<file path="src/rtl/muldiv_pkg.sv">
// Shared definitions for the iterative multiply/divide unit.
//   op_e    : 3-bit opcode presented on iter_muldiv.op
//   state_e : sequencer states; every state except ST_IDLE reports busy
//   CNT_W   : width of the shared cycle down-counter (covers WIDTH up to 64
//             and MUL_CYCLES up to 16)
package muldiv_pkg;

  typedef enum logic [2:0] {
    OP_MULT  = 3'd0,
    OP_MULTU = 3'd1,
    OP_DIV   = 3'd2,
    OP_DIVU  = 3'd3,
    OP_MADD  = 3'd4,
    OP_MADDU = 3'd5,
    OP_MSUB  = 3'd6,
    OP_MSUBU = 3'd7
  } op_e;

  typedef enum logic [2:0] {
    ST_IDLE      = 3'd0,
    ST_MUL       = 3'd1,
    ST_DIV_SETUP = 3'd2,
    ST_DIV_ITER  = 3'd3,
    ST_DIV_FIX   = 3'd4
  } state_e;

  localparam int unsigned CNT_W = 7;

  function automatic logic op_is_div(input logic [2:0] op);
    return (op == OP_DIV) || (op == OP_DIVU);
  endfunction

endpackage

</file>
<file path="src/rtl/div_iter.sv">
// Restoring radix-2 divider datapath.
//   clk, rst   : clock, synchronous active-high reset
//   setup      : load operand magnitudes, clear remainder (one cycle)
//   step       : produce one quotient bit (asserted WIDTH cycles)
//   is_signed  : treat dividend/divisor as two's complement
//   dividend,
//   divisor    : operands, held stable by the parent for the whole op
//   quot, rem  : sign-corrected results, valid after the last step
//   div_zero   : divisor was zero; quot is all ones, rem is the dividend
module div_iter
  import muldiv_pkg::*;
#(
  parameter int unsigned WIDTH = 32
) (
  input  logic             clk,
  input  logic             rst,
  input  logic             setup,
  input  logic             step,
  input  logic             is_signed,
  input  logic [WIDTH-1:0] dividend,
  input  logic [WIDTH-1:0] divisor,
  output logic [WIDTH-1:0] quot,
  output logic [WIDTH-1:0] rem,
  output logic             div_zero
);

  logic [WIDTH-1:0] q_sr, r_sr, dvs_mag, dvd_orig;
  logic             q_neg, r_neg, zero_q;
  logic [WIDTH-1:0] dvd_mag_in, dvs_mag_in;
  logic [WIDTH:0]   rem_sh;
  logic [WIDTH-1:0] diff;
  logic             ge;

  always_comb begin
    dvd_mag_in = (is_signed && dividend[WIDTH-1]) ? -dividend : dividend;
    dvs_mag_in = (is_signed && divisor[WIDTH-1])  ? -divisor  : divisor;
    rem_sh     = {r_sr, q_sr[WIDTH-1]};
    ge         = rem_sh >= {1'b0, dvs_mag};
    // When ge holds the difference is below the divisor, so W bits suffice.
    diff       = rem_sh[WIDTH-1:0] - dvs_mag;
  end

  always_ff @(posedge clk) begin
    if (rst) begin
      q_sr     <= '0;
      r_sr     <= '0;
      dvs_mag  <= '0;
      dvd_orig <= '0;
      q_neg    <= 1'b0;
      r_neg    <= 1'b0;
      zero_q   <= 1'b0;
    end else if (setup) begin
      q_sr     <= dvd_mag_in;
      r_sr     <= '0;
      dvs_mag  <= dvs_mag_in;
      dvd_orig <= dividend;
      q_neg    <= is_signed && (dividend[WIDTH-1] ^ divisor[WIDTH-1]);
      r_neg    <= is_signed && dividend[WIDTH-1];
      zero_q   <= (divisor == '0);
    end else if (step) begin
      r_sr <= ge ? diff : rem_sh[WIDTH-1:0];
      q_sr <= {q_sr[WIDTH-2:0], ge};
    end
  end

  // Sign fix. Most-negative / -1 needs no special case: the magnitude
  // quotient 2^(W-1) already reads back as the most-negative value.
  always_comb begin
    div_zero = zero_q;
    if (zero_q) begin
      quot = '1;
      rem  = dvd_orig;
    end else begin
      quot = q_neg ? -q_sr : q_sr;
      rem  = r_neg ? -r_sr : r_sr;
    end
  end

endmodule

</file>
<file path="src/rtl/iter_muldiv.sv">
// Multi-cycle multiply/divide unit with architectural HI/LO registers.
//   clk, rst  : clock, synchronous active-high reset
//   start, op : launch an operation (accepted only when idle)
//   a, b      : operands; a is also the MTHI/MTLO write data
//   hilo_we,
//   hilo_sel  : direct write of a into HI (sel=1) or LO (sel=0) when idle
//   cancel    : abort an in-flight op / suppress idle-cycle actions
//   busy      : operation in flight
//   hi, lo    : HI/LO registers
//   dbz       : sticky divide-by-zero flag
module iter_muldiv
  import muldiv_pkg::*;
#(
  parameter int unsigned WIDTH      = 32,
  parameter int unsigned MUL_CYCLES = 5
) (
  input  logic             clk,
  input  logic             rst,
  input  logic             start,
  input  logic [2:0]       op,
  input  logic [WIDTH-1:0] a,
  input  logic [WIDTH-1:0] b,
  input  logic             hilo_we,
  input  logic             hilo_sel,
  input  logic             cancel,
  output logic             busy,
  output logic [WIDTH-1:0] hi,
  output logic [WIDTH-1:0] lo,
  output logic             dbz
);

  localparam int unsigned DIV_CYCLES = WIDTH + 2;
  localparam logic [CNT_W-1:0] MUL_LAST = CNT_W'(MUL_CYCLES - 1);
  localparam logic [CNT_W-1:0] DIV_LAST = CNT_W'(DIV_CYCLES - 3);

  state_e             state;
  logic [CNT_W-1:0]   cnt;
  op_e                op_q;
  logic [WIDTH-1:0]   a_q, b_q;
  logic [2*WIDTH-1:0] acc_q, hilo_next, ax, bx, prod, mul_res;
  logic               dbz_save;
  logic [WIDTH-1:0]   div_quot, div_rem;
  logic               div_zero;

  assign busy = (state != ST_IDLE);

  // Direct write is applied before the accumulate base is captured.
  always_comb begin
    hilo_next = {hi, lo};
    if (hilo_we) begin
      if (hilo_sel) hilo_next[2*WIDTH-1:WIDTH] = a;
      else          hilo_next[WIDTH-1:0]       = a;
    end
  end

  always_comb begin
    ax   = {{WIDTH{~op_q[0] & a_q[WIDTH-1]}}, a_q};
    bx   = {{WIDTH{~op_q[0] & b_q[WIDTH-1]}}, b_q};
    prod = ax * bx;
    case (op_q)
      OP_MADD, OP_MADDU: mul_res = acc_q + prod;
      OP_MSUB, OP_MSUBU: mul_res = acc_q - prod;
      default:           mul_res = prod;
    endcase
  end

  div_iter #(.WIDTH(WIDTH)) u_div (
    .clk      (clk),
    .rst      (rst),
    .setup    (state == ST_DIV_SETUP),
    .step     (state == ST_DIV_ITER),
    .is_signed(op_q == OP_DIV),
    .dividend (a_q),
    .divisor  (b_q),
    .quot     (div_quot),
    .rem      (div_rem),
    .div_zero (div_zero)
  );

  always_ff @(posedge clk) begin
    if (rst) begin
      state    <= ST_IDLE;
      cnt      <= '0;
      op_q     <= OP_MULT;
      a_q      <= '0;
      b_q      <= '0;
      acc_q    <= '0;
      hi       <= '0;
      lo       <= '0;
      dbz      <= 1'b0;
      dbz_save <= 1'b0;
    end else if (cancel) begin
      // dbz was cleared on acceptance; restore it so a flush is invisible.
      if (state != ST_IDLE) dbz <= dbz_save;
      state <= ST_IDLE;
      cnt   <= '0;
    end else begin
      case (state)
        ST_IDLE: begin
          {hi, lo} <= hilo_next;
          if (start) begin
            op_q     <= op_e'(op);
            a_q      <= a;
            b_q      <= b;
            acc_q    <= hilo_next;
            dbz_save <= dbz;
            dbz      <= 1'b0;
            if (op_is_div(op)) begin
              state <= ST_DIV_SETUP;
            end else begin
              state <= ST_MUL;
              cnt   <= MUL_LAST;
            end
          end
        end
        ST_MUL: begin
          if (cnt == '0) begin
            {hi, lo} <= mul_res;
            state    <= ST_IDLE;
          end else begin
            cnt <= cnt - 1'b1;
          end
        end
        ST_DIV_SETUP: begin
          state <= ST_DIV_ITER;
          cnt   <= DIV_LAST;
        end
        ST_DIV_ITER: begin
          if (cnt == '0) state <= ST_DIV_FIX;
          else           cnt   <= cnt - 1'b1;
        end
        ST_DIV_FIX: begin
          hi    <= div_rem;
          lo    <= div_quot;
          dbz   <= div_zero;
          state <= ST_IDLE;
        end
        default: state <= ST_IDLE;
      endcase
    end
  end

endmodule

</file>
<file path="config.mk">
export PLATFORM = sky130hd
export DESIGN_NAME = iter_muldiv
export DESIGN_NICKNAME = d
export VERILOG_FILES = /design/src/rtl/muldiv_pkg.sv /design/src/rtl/div_iter.sv /design/src/rtl/iter_muldiv.sv
export SDC_FILE = /design/constraint.sdc
export NUM_CORES = 2
export LEC_CHECK = 0
export ABC_AREA = 1
export CAP_MARGIN = 20
export CORE_UTILIZATION = 24
export DETAILED_ROUTE_END_ITERATION = 12
export GPL_TIMING_DRIVEN = 0
export HOLD_SLACK_MARGIN = 0.1
export PLACE_DENSITY_LB_ADDON = 0.1
export SLEW_MARGIN = 0
export SYNTH_ARGS = -nofsm -noshare
export SYNTH_HDL_FRONTEND = slang
export SYNTH_SLANG_ARGS = --single-unit
</file>
<file path="constraint.sdc">
create_clock -name clk -period 12.01 [get_ports clk]
set_clock_uncertainty 0.05 [all_clocks]
set_input_delay 3.0025 -clock clk [delete_from_list [all_inputs] [get_ports clk]]
set_output_delay 3.0025 -clock clk [all_outputs]
set_load 0.01 [all_outputs]
</file>
==> results.yml <==
synth:
  synth.ff_latch_count: 338
  ys.flop_type: "dfxtp_1"
  yosysTopAreaCell: "fa_1"
  yosys-mux-area-fraction_pct: 0.3729
  synth_warnings: 0
  synthTopCellsByCount: "2267 x inv_1, 2180 x nand2_1, 1127 x fa_1"
  netlist_area_um2: 66100
  async_flop_share_pct: 0
  synthXorXnorAreaFrac_pct: 2.714
  synth_top_family_by_area: "adder cells"
  yosysMostFrequentCell: "inv_1"
  synth_compound_area_share_pct: 11.08
  netlist_instances: 9246
  synth.area.top_cells: "fa_1 34%, inv_1 13%, nand2_1 12%"
  synth_top_area_share_pct: 34.13
  synthSimpleGateAreaFrac_pct: 19.93
  yosysUniqueCellTypes: 69
  synth-adder-area-share_pct: 40.09
  synth_edf_count: 0
  syn_nets: 10761
  synth_seq_area_share_pct: 10.24
  syn_area_per_cell_um2: 7.149
sta:
  max_slew.worst_pin.slew_ns: 1.280
  finalCritPeriodShare_pct: 96.94
  final.min_clock_period_ns: 11.64
  slew_viol_final: 0
  tns_ns: 0
  max_freq_ghz: 0.08589
  slew_headroom_pct: 14.65
  hold_violations: 0
  setup_ws_ns: 0.3672
  setup_viol: 0
routing:
  post_drt_wl_per_cell_um: 27.34
  post-route-drc-count: 0
  ant_nets: 0
  drtPass1Iterations: 6
  initialDrtViolationCount: 5615
  vias: 62625
  drt_wl_total_mm: 358.2
  vias_per_cell: 4.779
placed_design:
  dpl_cell_area_um2: 72780
  portBuffers: 137
  dpl.hpwl_mm: 312.7
  post-place-ws_ns: -2.515
  globalplace.congestion: 1.009
worst_setup_path:
  worstPathArrival_ns: 12.08
  start_kind: "flop"
  path_max_fanout: 10
  slowest_stage: "fa_1"
  critical_path.max_stage_delay_ns: 0.59
  worstPathRequired_ns: 12.45
  critPathMostFrequentCell: "inv_1"
  crit_type: "reg -> reg"
  worstSetupEndpointType: "flop"
run:
  maxCapViolCount: 0
clock_tree:
  tritoncts: "done"
  ctsHoldBuffers: 0
  cts.reportedPaths.clkPinSlew_ns: 0.06
  cts_max_path_buffers: 3
  cts_buffers: 41
  cts_sinks: 338
  htree_levels: 2
  ctsRootBufferMaster: "clkbuf_16"
  clock_latency_ns: 0.64
global_routing:
  grt_pass1_vias: 63158
  antenna_found_initial: 33
  track_usage_pct: 25.53
  grt_first_pass_wirelength_mm: 497.8
  grt_max_degree: 25
  overflow: 0
power:
  finalPower_mw: 12.38
  ir_worst_vdd_v: 0.0001262
  powerDensity_nw_per_um2: 163.9
  p_leak_nw: 37.44
finish:
  syn_to_final_growth_pct: 14.25
  post-route-util_pct: 27.58
  nNetsFinal: 10979
  drive_gt1_share_pct: 6.644
  design_area_um2: 75520
die:
  die_h_um: 526.8
  io-pin-count: 139
  die_x_um: 526.8
  rows: 192
  initial_utilization_pct: 24.14
  die_area_um2: 277500
  core_area_um2: 273900
min_path:
  holdCritPathClass: "reg -> reg"
run_status:
  status: "complete, no violations"
-- where the power goes --
group	total (mW)	switching (mW)	internal, mW
clock network	1.33	0.610	0.723
logic	9.71	6.90	2.81
registers	1.34	0.138	1.20
-- path summary, 6_finish.rpt --
| kind | from | to | slack [ns] | cells after the start |
|---|---|---|---|---|
| max | b_q[14] | hi[24] | 0.37 | 51 |
| min reg2reg | u_div.dvd_orig[8] | u_div.dvd_orig[8] | 0.41 | 2 |
| min | u_div.dvd_orig[8] | u_div.dvd_orig[8] | 0.41 | 2 |
| max reg2reg | b_q[14] | hi[24] | 0.37 | 51 |
-- area by class of cell --
| type | count | area, µm² |
|---|---|---|
| repair buffers | 219 | 2482 |
| diodes | 17 | 42.54 |
| multi-input cells | 6169 | 49760 |
| clock buffers | 58 | 1150 |
| inverters | 2292 | 8630 |
| flip-flops and latches | 338 | 6797 |
| plain buffers | 403 | 1956 |
| well taps | 3589 | 4491 |
| fillers | 30803 | 198300 |
| clock inverters | 18 | 209.0 |
-- layer usage --
metal	wire length, µm	track usage [%]	vias up
li1	-	-	28259
met1	164900	35.89	31888
met2	157700	40.37	2149
met3	25040	4.291	321
met4	10360	5.980	8
met5	229	0.4675	-
-- flip-flops by register name (all words and copies together) (netlist names) --
signal and cells:
state 3, u_div.r_sr 32, b_q 32, cnt 7, u_div.dvd_orig 32, u_div.q_neg 1
lo 32, u_div.div_zero 1, dbz 1, u_div.q_sr 32, a_q 32, dbz_save 1
hi 32, op_q 3, u_div.dvs_mag 32, acc_q 64, u_div.r_neg 1
-- cells in the final DEF, fill, tap and decap left out, drive strengths merged, types with 73 or more instances in the layout --
cell           instances
inv                 2285
nand2               2195
fa                  1127
nor2                 575
a21oi                477
o21ai                472
clkbuf               365
dfxtp                338
ha                   315
nand3                186
buf                  172
xor2                 144
clkdlybuf4s50        137
nor3                 106
o211ai                73
-- metrics by stage --
step                std cells  hold WS [ns]
floorplan                9246        0.3675
global placement        12972        0.3854
detailed placement      13019        0.3886
CTS                     13069        0.4036
global route            13086        0.4299
finish                  13103        0.4070
-- logic make-up after synthesis --
group	after synthesis
AOI/OAI and AO/OA	1292
xor gates and xnor gates	195
adders and majority gates	1442
buffers and inverters	2739
DFF	338
muxes	23
and+or+nand+nor	3217
-- repair_timing --
action                     4_1_cts  5_1_grt
pin swaps                        4       20
setup buffers                    6       26
setup endpoints to repair       33       23
resized for setup              346      211
-- critical path: cells and delay by family, from the launching register on --
kind                     cells  cell delay, ns
AND/OR/NAND/NOR             15            2.23
flip-flops                   1            0.30
buffers and inverters       15            1.68
adder cells (fa/ha/maj)     10            4.89
XOR/XNOR                     3            0.88
AO/OA/AOI/OAI                8            1.37
Power figures use the tool's default switching activity.
